[config.mk]
export PLATFORM = sky130hd
export DESIGN_NAME = hazard_tracker
export DESIGN_NICKNAME = d
export VERILOG_FILES = /design/src/rtl/hazard_tracker.sv
export SDC_FILE = /design/constraint.sdc
export NUM_CORES = 1
export LEC_CHECK = 0
export CAP_MARGIN = 20
export CORE_UTILIZATION = 49
export DETAILED_ROUTE_END_ITERATION = 10
export PLACE_DENSITY = 0.86
export RECOVER_POWER = 25
export SKIP_LAST_GASP = 1
export SYNTH_ARGS = -nofsm -noshare
export SYNTH_HDL_FRONTEND = slang
export SYNTH_SLANG_ARGS = --single-unit
[constraint.sdc]
create_clock -name clk -period 5.8 [get_ports clk]
set_clock_uncertainty 0.05 [all_clocks]
set_input_delay 0.87 -clock clk [delete_from_list [all_inputs] [get_ports clk]]
set_output_delay 0.87 -clock clk [all_outputs]
set_load 0.05 [all_outputs]
[src/rtl/hazard_tracker.sv]
// Write-side hazard tracker for the 5-stage MIPS core: tracks destination/Tnew through E/M/W,
// compares against D-stage Tuse, and produces stall and forwarding selects. Stall counter: HAZ_STATS_EN.
module hazard_tracker #(
   parameter int NREG_BITS = 5,
   parameter int TNEW_BITS = 2
) (
   input  logic                 clk,
   input  logic                 reset,
   input  logic [31:0]          instr_d,
   input  logic [NREG_BITS-1:0] rs_d,
   input  logic [NREG_BITS-1:0] rt_d,
   input  logic                 j_type,
   input  logic                 b_type,
   output logic                 stall,
   output logic [1:0]           fwd_rs_d,
   output logic [1:0]           fwd_rt_d,
   output logic [1:0]           fwd_rs_e,
   output logic [1:0]           fwd_rt_e,
   output logic                 fwd_rt_m,
   output logic [31:0]          stall_count
);

   localparam logic [5:0] OP_SPECIAL = 6'b000000;
   localparam logic [5:0] OP_JAL     = 6'b000011;
   localparam logic [5:0] OP_ORI     = 6'b001101;
   localparam logic [5:0] OP_LUI     = 6'b001111;
   localparam logic [5:0] OP_LW      = 6'b100011;
   localparam logic [5:0] OP_SW      = 6'b101011;
   localparam logic [5:0] FN_ADDU    = 6'b100001;
   localparam logic [5:0] FN_SUBU    = 6'b100011;

   localparam logic [NREG_BITS-1:0] REG_ZERO = '0;
   localparam logic [NREG_BITS-1:0] REG_RA   = NREG_BITS'(31);
   localparam logic [TNEW_BITS-1:0] T0       = '0;
   localparam logic [TNEW_BITS-1:0] T1       = TNEW_BITS'(1);
   localparam logic [TNEW_BITS-1:0] T2       = TNEW_BITS'(2);

   // Forwarding select codes.
   localparam logic [1:0] FD_RF = 2'd0;
   localparam logic [1:0] FD_E  = 2'd1;
   localparam logic [1:0] FD_M  = 2'd2;
   localparam logic [1:0] FD_W  = 2'd3;
   localparam logic [1:0] FE_LATCHED = 2'd0;
   localparam logic [1:0] FE_M       = 2'd1;
   localparam logic [1:0] FE_W       = 2'd2;

   typedef struct packed {
      logic [NREG_BITS-1:0] dest;
      logic [TNEW_BITS-1:0] tnew;
      logic [NREG_BITS-1:0] rs;
      logic [NREG_BITS-1:0] rt;
   } stage_t;

   stage_t e_q, e_d;
   stage_t m_q, m_d;
   stage_t w_q, w_d;

   stage_t               dec;
   logic [TNEW_BITS-1:0] tuse_rs;
   logic [TNEW_BITS-1:0] tuse_rt;

   logic [5:0] op;
   logic [5:0] funct;

   assign op    = instr_d[31:26];
   assign funct = instr_d[5:0];

   // rs and shamt fields are supplied by the read decoder / not needed here.
   logic unused_instr_bits;
   assign unused_instr_bits = ^{instr_d[25:21], instr_d[10:6]};

   // NOTE: every always_comb output gets a default first so no path can leave it unassigned and infer a latch.
   always_comb begin
      dec      = '0;
      dec.rs   = rs_d;
      dec.rt   = rt_d;
      case (op)
         OP_SPECIAL: begin
            if (funct == FN_ADDU || funct == FN_SUBU) begin
               dec.dest = instr_d[15:11];
               dec.tnew = T1;
            end
         end
         OP_ORI, OP_LUI: begin
            dec.dest = instr_d[20:16];
            dec.tnew = T1;
         end
         OP_LW: begin
            dec.dest = instr_d[20:16];
            dec.tnew = T2;
         end
         OP_JAL: begin
            dec.dest = REG_RA;
            dec.tnew = T0;
         end
         default: begin
            dec.dest = REG_ZERO;
            dec.tnew = T0;
         end
      endcase
   end

   always_comb begin
      tuse_rs = (b_type || j_type) ? T0 : T1;
      if (b_type) begin
         tuse_rt = T0;
      end else if (op == OP_SW) begin
         tuse_rt = T2;
      end else begin
         tuse_rt = T1;
      end
   end

   // A producer blocks a reader only while its value will not be ready by the reader's Tuse.
   function automatic logic hazard(input logic [NREG_BITS-1:0] src,
                                   input logic [TNEW_BITS-1:0] tuse,
                                   input stage_t               e,
                                   input stage_t               m);
      logic hit_e;
      logic hit_m;
      hit_e = (src == e.dest) && (e.tnew > tuse);
      hit_m = (src == m.dest) && (m.tnew > tuse);
      return (src != REG_ZERO) && (hit_e || hit_m);
   endfunction

   function automatic logic eligible(input logic [NREG_BITS-1:0] src, input stage_t s);
      return (s.dest != REG_ZERO) && (s.dest == src) && (s.tnew == T0);
   endfunction

   function automatic logic [1:0] sel_d(input logic [NREG_BITS-1:0] src,
                                        input stage_t e, input stage_t m, input stage_t w);
      logic [1:0] sel;
      sel = FD_RF;
      if (eligible(src, e)) begin
         sel = FD_E;
      end else if (eligible(src, m)) begin
         sel = FD_M;
      end else if (eligible(src, w)) begin
         sel = FD_W;
      end
      return sel;
   endfunction

   function automatic logic [1:0] sel_e(input logic [NREG_BITS-1:0] src,
                                        input stage_t m, input stage_t w);
      logic [1:0] sel;
      sel = FE_LATCHED;
      if (eligible(src, m)) begin
         sel = FE_M;
      end else if (eligible(src, w)) begin
         sel = FE_W;
      end
      return sel;
   endfunction

   always_comb begin
      stall    = hazard(rs_d, tuse_rs, e_q, m_q) || hazard(rt_d, tuse_rt, e_q, m_q);
      fwd_rs_d = sel_d(rs_d, e_q, m_q, w_q);
      fwd_rt_d = sel_d(rt_d, e_q, m_q, w_q);
      fwd_rs_e = sel_e(e_q.rs, m_q, w_q);
      fwd_rt_e = sel_e(e_q.rt, m_q, w_q);
      fwd_rt_m = (m_q.rt != REG_ZERO) && (m_q.rt == w_q.dest);
   end

   // E/M/W always advance; only D holds, so a stall turns into a bubble in E.
   always_comb begin
      e_d      = stall ? '0 : dec;
      m_d      = e_q;
      m_d.tnew = (e_q.tnew == T0) ? T0 : e_q.tnew - T1;
      w_d      = m_q;
      w_d.tnew = T0;
   end

   // NOTE: sequential state uses non-blocking assignments so every flop samples pre-edge values.
   always_ff @(posedge clk or posedge reset) begin
      if (reset) begin
         e_q <= '0;
         m_q <= '0;
         w_q <= '0;
      end else begin
         e_q <= e_d;
         m_q <= m_d;
         w_q <= w_d;
      end
   end

`ifdef HAZ_STATS_EN
   logic [31:0] stall_count_q;
   logic [31:0] stall_count_d;

   always_comb begin
      stall_count_d = stall ? stall_count_q + 32'd1 : stall_count_q;
   end

   always_ff @(posedge clk or posedge reset) begin
      if (reset) begin
         stall_count_q <= '0;
      end else begin
         stall_count_q <= stall_count_d;
      end
   end

   assign stall_count = stall_count_q;
`else
   assign stall_count = '0;
`endif

endmodule
==> reports/results.txt, run 1 <==
Congestion Overflow GR = 0
Skew-Pair Late Insertion Delay = 0.29 ns
Unique masters post-synth = 42
DR iter-0 viols = 100
Internal Power = 433 uW
Max Fclk = 200 MHz
drt wl/cell = 14.6 um
Num CTS Buffers = 5
leakage = 1.27 nW
synth warn = 0
top cell type by total area after synthesis = dfrtp_1
Mapped Area = 2460 sq um
Slew Viols, Final = 35
DR DRC count = 0
ratio of cells with drive above 1 in the final layout = 0.0638
Clock Path Buffers = 2
Finished Layout Cells = 365
DP HPWL = 3990 um
Fin Setup TNS = 0 ns
setup ws final = 0.808 ns
Worst Path Required = 4.88 ns
number of max-cap violations = 1
Switching Power = 190 uW
routed vias = 1914
DP Area = 2810 sq um
CTS tree = built
CTS Sinks = 34
die area = 5320 sq um
Place WS = 0.853 ns
peak supply drop = 0.0821 mV
Root Buffer = clkbuf_8
Core Rows = 25
number of synthesized flops with an enable pin = 0
Placed Cells incl. Taps = 358
vias in the first global route = 1953
Die Height = 72.9 um
Slew HR = -0.205
Final Hold Viols = 0
total track usage = 0.226
Placeable Area = 4790 sq um
Worst Path Arrival = 4.07 ns
CTS Hold Bufs = 0
post-layout util = 0.609
# resized after CTS = 0
diodes inserted = 0
Seq/Total Area, Yosys = 0.345
top cells by area, synth = dfrtp_1, xor2_1, buf_4
Power, Total = 623 uW
Critical Path Sink Type = primary output
Power Density = 214 nW/um^2
Post-CTS Setup Bufs = 0
CP max FO = 14
clock-pin slew on the worst setup and hold paths = 0.07 ns
Sw Ratio = 0.305
RSZ-0062 raised after global routing = false
Worst Hold Class = flip-flop to flip-flop
Worst-Margin Slew = 1.81 ns
1st-pass router iterations = 4
Detail Route Antenna Nets = 0
combinational share of power = 0.227
syn avg cell area = 9.44 sq um
vias per inst = 5.24
Setup CP Type = input port to primary output
Final Instance Area = 2920 sq um
Post-synth top flop = dfrtp_1
io pins = 88
Fin Hold WS = 0.397 ns
Nets = 350
fraction of registers with async set/reset = 1.00
setup violators final = 0
#FFs+latches synth = 34
H-tree Lvls = 2
Routability Congestion = 0.891
crit path time final = 4.99 ns
sequential power share = 0.415
fin crit share = 0.861
DIE WIDTH = 72.9 um
CP startpoint kind = input port
top cell type's share of synthesized area = 0.345
failing checks = capacitance limit, slew limit
Initial Utilization = 0.515
initial antenna violation count = 0
drt total wl = 5340 um
Area growth, synth to finish = 18.4%
Buffers on Ports = 44
first-pass GRT wire length = 8920 um
cell count after synthesis = 261
outcome = finished with violations
largest net degree at the start of global routing = 35
clock network fraction of total power = 0.358
-- Yosys cell counts (all sizes together) (3+ instances only) --
library cell,n
buf,38
dfrtp,34
xor2,33
xnor2,22
nor3,18
o21ai,17
nor2,16
clkbuf,10
nor4,10
nand3,9
inv,7
or4,7
ha,6
a21oi,5
a221o,5
nor4b,3
-- registers in the layout, summed over array words and instances, names as in the netlist --
register  flops
e_q          17
m_q          12
w_q           5
-- worst max-delay path, stage by stage --
cell	delay [ns]
clkdlybuf4s50_1	0.42
nand2b_1	0.21
nor3_1	0.31
nand3b_1	0.17
ha_1	0.32
a211o_2	0.46
nor2_1	0.32
or3_1	0.19
clkdlybuf4s50_1	0.80
-- power groups by stage --
stage / Clock, mW / Sequential (mW) / Combinational (mW)
finish: 0.223 / 0.258 / 0.141
global route: 0.235 / 0.260 / 0.153
CTS: 0.225 / 0.258 / 0.142
detailed placement: 0 / 0.263 / 0.141
global placement: 0 / 0.262 / 0.137
floorplan: 0 / 0.257 / 0.121
-- final cells by class --
| class | count | area (sq um) |
|---|---|---|
| fillers | 424 | 1870 |
| multi-input cells | 203 | 1380 |
| flip-flops and latches | 34 | 851 |
| repair buffers | 47 | 459 |
| well taps | 67 | 83.8 |
| clock buffers | 6 | 82.6 |
| clock inverters | 1 | 30.0 |
| inverters | 7 | 26.3 |
-- per-layer routing --
layer	share of wire	vias up	GRT usage
met4	0.019	0	0.0893
met3	0.061	12	0.0622
li1	-	909	-
met5	0	-	0
met2	0.53	79	0.416
met1	0.39	914	0.243
-- placed cells by master, fill, tap and decap left out, drive strengths merged, types with 7 or more instances in the layout --
cell type / netlist / layout
clkbuf: 10 / 7
clkdlybuf4s50: 0 / 43
nor3: 18 / 18
o21ai: 17 / 17
dfrtp: 34 / 34
nor4: 10 / 10
or4: 7 / 7
inv: 7 / 7
xor2: 33 / 33
xnor2: 22 / 22
nand3: 9 / 9
conb: 1 / 32
nor2: 16 / 16
-- final timing paths --
kind                                     endpoint  cells after the start  slack [ns]              start
worst max-delay path                        stall                      9        0.81        instr_d[30]
worst min-delay path             m_q[2]$_DFF_PP0_                      0        0.40   e_q[2]$_DFF_PP0_
worst max register to register   e_q[0]$_DFF_PP0_                      5        3.83  e_q[15]$_DFF_PP0_
worst min register to register   m_q[2]$_DFF_PP0_                      0        0.40   e_q[2]$_DFF_PP0_
max in group asynchronous       m_q[14]$_DFF_PP0_                      3        3.05              reset
min in group asynchronous       w_q[15]$_DFF_PP0_                      3        1.61              reset
-- cell families after synthesis --
family | synth area share
AO/OA/AOI/OAI | 0.107
XOR/XNOR | 0.196
adder cells (fa/ha/maj) | 0.0305
buffers and inverters | 0.140
flip-flops | 0.345
other | 0.00152
AND/OR/NAND/NOR | 0.180
No activity file was read; power rests on OpenSTA's default activity.
==> run 2, diff against run 1 <==
--- a/config.mk
+++ b/config.mk
@@ -8,6 +8,7 @@
 export CAP_MARGIN = 20
 export CORE_UTILIZATION = 49
 export DETAILED_ROUTE_END_ITERATION = 10
+export GPL_TIMING_DRIVEN = 0
 export PLACE_DENSITY = 0.86
 export RECOVER_POWER = 25
 export SKIP_LAST_GASP = 1
==> run 2 against run 1 <==
The run now ends clean. Worst hold slack worse by 0.075 ns. Critical endpoint unchanged. Via count is 6.1% higher. Sequential cell count stayed put. Maximum frequency increased by 2.6%. Count of clock-buffer cells in the layout is 1 higher. Cell area rose by 9.8%. Worst setup slack improved by 0.13 ns. Cell count up 12%.
==> reports/results.txt, run 2 (same netlist as run 1, synthesis figures left out) <==
CTS Hold Bufs = 0
drt wl/cell = 13.2 um
H-tree Lvls = 2
first-pass GRT wire length = 8780 um
Skew-Pair Late Insertion Delay = 0.29 ns
Die Height = 72.9 um
total track usage = 0.222
Initial Utilization = 0.515
Slew Viols, Final = 0
peak supply drop = 0.0920 mV
Worst Path Required = 4.88 ns
1st-pass router iterations = 4
Setup CP Type = input port to primary output
CP max FO = 9
Area growth, synth to finish = 30.0%
Placed Cells incl. Taps = 402
Core Rows = 25
slowest CP cell = clkdlybuf4s50_1
DR iter-0 viols = 127
Fin Hold WS = 0.323 ns
max reg flops = 17
Finished Layout Cells = 410
Fin Setup TNS = 0 ns
# resized after CTS = 0
Final Hold Viols = 0
Congestion Overflow GR = 0
DIE WIDTH = 72.9 um
Worst Path Arrival = 3.95 ns
DP HPWL = 4200 um
outcome = finished, final reports clean
CP delay by family, top = buffers and inverters
number of max-cap violations = 0
Buffers on Ports = 42
clock-pin slew on the worst setup and hold paths = 0.07 ns
CP startpoint kind = input port
leakage = 1.47 nW
Detail Route Antenna Nets = 0
largest registers = e_q (17), m_q (12), w_q (5)
drt total wl = 5410 um
setup violators final = 0
fin crit share = 0.839
die area = 5320 sq um
Power, Total = 600 uW
Num CTS Buffers = 5
CTS tree = built
most frequent cells in the layout = clkdlybuf4s50_1, dfrtp_1, xor2_1
Root Buffer = clkbuf_8
Routability Congestion = 0.894
DP Area = 3110 sq um
io pins = 88
routed vias = 2031
Max Fclk = 206 MHz
vias in the first global route = 1902
register bank with the most flops = e_q
worst path cell trace = clkdlybuf4s50_1 > nand2b_1 > nor3_1 > nand3b_1 > ha_1 > a2111oi_4 > or3_1 > clkdlybuf4s50_1
Buffers & Inverters on Critical Path = 2
vias per inst = 4.95
Critical Path Sink Type = primary output
most frequent CP cell = clkdlybuf4s50_1
Place WS = 0.919 ns
post-layout util = 0.669
Clock Path Buffers = 2
Final Instance Area = 3200 sq um
initial antenna violation count = 0
Nets = 394
Power Density = 187 nW/um^2
setup ws final = 0.935 ns
Placeable Area = 4790 sq um
Worst Hold Class = flip-flop to flip-flop
CTS Sinks = 34
crit path time final = 4.87 ns
ratio of cells with drive above 1 in the final layout = 0.160
RSZ-0062 raised after global routing = false
Slew HR = 0.537
commonest non-fill, non-tap cell in the layout = clkdlybuf4s50_1
Post-CTS Setup Bufs = 0
Worst-Margin Slew = 0.685 ns
diodes inserted = 0
Worst path max stage delay = 0.80 ns
largest net degree at the start of global routing = 26
DR DRC count = 0
[run 2: layer usage]
layer  up-vias  track usage  share of wire
met5         -            0              0
met4         0       0.0610         0.0067
met3         2       0.0456          0.069
met2        81        0.404           0.53
met1       946        0.263           0.40
li1       1002            -              -
[run 2: worst register-to-register path: stages (launching register included)]
cell,delay (ns)
dfrtp_1,0.37
buf_2,0.18
xor2_1,0.19
nor3_2,0.24
nand3_2,0.16
a2111oi_4,0.59
buf_6,0.23
nor3_1,0.07
[run 2: path summary, 6_finish.rpt]
kind / from / end / slack [ns] / depth (start not counted)
min: m_q[14]$_DFF_PP0_ / w_q[14]$_DFF_PP0_ / 0.32 / 0
max in group asynchronous: reset / w_q[14]$_DFF_PP0_ / 4.23 / 3
max: instr_d[30] / stall / 0.93 / 8
min reg2reg: m_q[14]$_DFF_PP0_ / w_q[14]$_DFF_PP0_ / 0.32 / 0
min in group asynchronous: reset / e_q[1]$_DFF_PP0_ / 0.99 / 2
max reg2reg: m_q[14]$_DFF_PP0_ / e_q[3]$_DFF_PP0_ / 3.62 / 7
[run 2: area by class of cell]
type                            instances  area [sq um]
Fill cell                             393          1580
Multi-Input combinational cell        203          1380
Sequential cell                        34           851
Timing Repair Buffer                   43           448
Buffer                                 48           319
Clock buffer                            7          86.3
Tap cell                               67          83.8
Inverter                                7          26.3
Clock inverter                          1          5.00
[run 2: where the power goes]
group,switching (mW),internal [mW],total [mW]
registers,0.00735,0.247,0.254
clock network,0.0843,0.0957,0.180
logic,0.0999,0.0660,0.166
total,0.192,0.408,0.600
==> RTL edit 1 (settings of run 2) <==
Add a define of `HAZ_STATS_EN`.
--- a/src/rtl/hazard_tracker.sv
+++ b/src/rtl/hazard_tracker.sv
@@ -1,4 +1,6 @@
 // Write-side hazard tracker for the 5-stage MIPS core: tracks destination/Tnew through E/M/W,
 // compares against D-stage Tuse, and produces stall and forwarding selects. Stall counter: HAZ_STATS_EN.
+`define HAZ_STATS_EN
+
 module hazard_tracker #(
    parameter int NREG_BITS = 5,
Behaviour: not the same (a bounded check fails within 4 cycles, from zero or initial values and one cycle with reset high).
==> RTL edit 1 against run 2 <==
- sequential cell count up 32
- critical path type unchanged
- hold slack gained 0.0014 ns
- design area is 47% higher
- power is 84% higher
- via count rose by 39%
- setup slack barely moved
- sequential share of layout area rose by 8.6 points
- area after synthesis is 47% higher
- routed wire length is 51% higher
==> RTL edit 1: results (changes against run 2) <==
metric	value	unit	change
status	finished, final reports clean		
cts_htree_levels	3		+1
largest_register_ffs	32		+15
drtIter0Drc	224		+76%
nets	478		+21%
detail_route.vias_per_cell	5.39		+8.7%
max-vdd-ir-drop	0.000231	V	+150%
synth_common_cells	66 x dfrtp_1, 61 x xor2_1, 25 x xnor2_1		
grt.total_usage	23.9	%	+1.8 points
syn_inst	337		+29%
gp_congestion	0.858		-4.0%
worst_pin_slew	1.21	ns	+0.522 ns
first_global_vias	2900		+52%
seqPwrFrac	46.8	%	+4.5 points
synth_compound_area_share	4.12	%	-6.5 points
synthXorXnorAreaFrac	20.8	%	+1.3 points
drt-total-wl	8.19	mm	+51%
muxShareOfSynthArea	0.312	%	+0.31 points
synthAdderAreaFrac	2.42	%	-0.62 points
final_cells	526		+28%
fillerInstances	523		+33%
grt-ovfl-total	0		unchanged
fmax	206	MHz	about the same
grt_start_max_net_pins	37		+42%
drive_above_1_share	9.77	%	-6.3 points
p_switching	0.000326	W	+70%
insertion_delay	0.33	ns	+0.04 ns
cts_buffers	9		+4
yosysSeqAreaShare	45.7	%	+11 points
comb_power_share	19.9	%	-7.8 points
p_total	0.00110	W	+84%
hp-class	reg -> reg		
pre_cts_ws	0.962	ns	+0.0430 ns
path_max_fanout	10		+1
rrSetupSlack	3.22	ns	-0.40 ns
synth_top_family_by_area	simple AND/OR/NAND/NOR gates		
grt_pass1_wl	14.0	mm	+59%
io_buffers	76		+81%
synthTopCellsByArea	dfrtp_1 46%, xor2_1 15%, xnor2_1 6.1%		
p_leak	2.07	nW	+41%
==> RTL edit 1: critical path, delay by kind of cell <==
| family | cells | cell delay [ns] |
|---|---|---|
| fa+ha+maj | 1 | 0.32 |
| buf+inv | 5 | 1.67 |
| simple gates | 4 | 0.67 |
| compound gates | 1 | 0.41 |
==> RTL edit 1: worst paths after layout <==
path	start	endpoint	cells past startpoint
worst max-delay path	instr_d[28]	stall	11
worst min-delay path	m_q[16]	w_q[16]	0
min in group asynchronous	reset	stall_count[27]	2
max in group asynchronous	reset	e_q[10]	3
worst min register to register	m_q[16]	w_q[16]	0
worst max register to register	m_q[12]	stall_count[23]	10
==> RTL edit 1: metal layers <==
layer | track usage [%] | part of all wire, % | up-vias
met5 | 0 | 0 | -
met1 | 31.2 | 44 | 1372
li1 | - | - | 1347
met2 | 39.7 | 50 | 100
met3 | 3.02 | 4.5 | 14
met4 | 11.2 | 2.0 | 0
==> RTL edit 1: cell families after synthesis <==
| group | Yosys count |
|---|---|
| simple gates | 128 |
| buf+inv | 27 |
| fa+ha+maj | 7 |
| flops | 66 |
| mux | 1 |
| compound gates | 22 |
| xor+xnor | 86 |
==> RTL edit 1: layout make-up <==
class	instances	area share (%)
Sequential cell	66	35.1
Inverter	10	0.798
Buffer	17	2.05
Multi-Input combinational cell	244	38.9
Tap cell	96	2.55
Clock buffer	12	2.87
Timing Repair Buffer	77	16.6
Clock inverter	4	1.12
==> RTL edit 1: through the flow <==
| stage | hold slack (ns) | instance area [µm²] |
|---|---|---|
| 2_1_floorplan | 0.299 | 3610 |
| 3_3_place_gp | 0.304 | 4490 |
| 3_5_place_dp | 0.309 | 4510 |
| 4_1_cts | 0.326 | 4700 |
| 5_1_grt | 0.334 | 4700 |
| 6_report | 0.324 | 4700 |
==> RTL edit 2 (flow settings as in run 2) <==
Without the edit above. Change the localparam `REG_ZERO` from '0 to 1.
--- a/src/rtl/hazard_tracker.sv
+++ b/src/rtl/hazard_tracker.sv
@@ -30,5 +30,5 @@
    localparam logic [5:0] FN_SUBU    = 6'b100011;
 
-   localparam logic [NREG_BITS-1:0] REG_ZERO = '0;
+   localparam logic [NREG_BITS-1:0] REG_ZERO = 1;
    localparam logic [NREG_BITS-1:0] REG_RA   = NREG_BITS'(31);
    localparam logic [TNEW_BITS-1:0] T0       = '0;
Check against the original RTL: not equivalent (Yosys sat finds a counterexample within 4 cycles, from zero or initial values and one cycle with reset high).
==> RTL edit 2 against run 2 <==
- routed wire length is 1.3% lower
- count of clock-buffer cells in the layout down 1
- global-route usage shrank 1.5 points
- synthesized cell count did not move
- non-clock buffer count shrank 1
- area after synthesis is 2.4% higher
- sequential cell count unchanged
- power down 0.48%
- design area up 1.3%
- setup slack gained 0.098 ns
- largest power group unchanged
==> RTL edit 2: results (changes against run 2) <==
metric	value	unit	change
grt_pass1_wl	8.44	mm	-3.9%
r2r_start	e_q[11]		
hold_ws	0.327	ns	+0.00413 ns
relSlewSlack	44.3	%	-9.4 points
max-vdd-ir-drop	0.000124	V	+35%
gp_congestion	0.895		+0.10%
vias	2008		-1.1%
yosysMostFrequentCell	xor2_1		
dpl.hpwl	4.26	mm	+1.3%
place_area	0.00316	mm²	+1.6%
clockNetworkAreaShare	2.55	%	-0.31 points
power.internal	0.000409	W	about the same
n_sequential_cell	34		unchanged
syn_area	0.00252	mm²	+2.4%
first_global_vias	1898		-0.21%
use_met2	36.5	%	-3.9 points
synth_cell_types	46		+9.5%
drive_above_1_share	22.6	%	+6.6 points
synthTopCellsByArea	dfrtp_1 34%, xor2_1 12%, buf_4 9.8%		
fillerInstances	392		-0.25%
synth_common_cells	36 x xor2_1, 34 x dfrtp_1, 33 x buf_4		
status	finished, final reports clean		
drt-met1-wl	2.14	mm	-0.28%
wl_per_cell	13.1	µm	-0.59%
avgSynthCellArea	9.67	µm²	+2.4%
p_leak	1.53	nW	+4.3%
r2r-end	e_q[6]		
rrSetupSlack	3.99	ns	+0.37 ns
nets	393		-0.25%
reg2regPathDepth	5		-2
## RTL edit 2: changes by cell type after synthesis, sizes merged, moves of 4 or more
cell,change
or4,-4
o21ai,-17
a221o,-5
nor3,-9
a221oi,+4
buf,+8
nand3,+11
nor2,+8
clkbuf,-8
## RTL edit 2: stage by stage
step           setup slack (ns)  util (%)  total power (W)
2_1_floorplan              2.13         -         0.000388
3_3_place_gp               1.07      64.6         0.000426
3_5_place_dp               1.05      65.2         0.000433
4_1_cts                    1.03      66.9         0.000597
5_1_grt                   0.893      66.9         0.000621
6_report                   1.03      66.9         0.000597
## RTL edit 2: cell families (layout without fill, tap and decap cells)
logic type               Yosys count  count (layout)  synth area share, %
buffers and inverters             54             102                 15.5
adder cells (fa/ha/maj)            6               6                 2.97
flip-flops                        34              34                 33.7
AND/OR/NAND/NOR                   92              92                 22.4
AO/OA/AOI/OAI                     19              19                 6.25
XOR/XNOR                          55              55                 19.1
other                              1              32                0.149
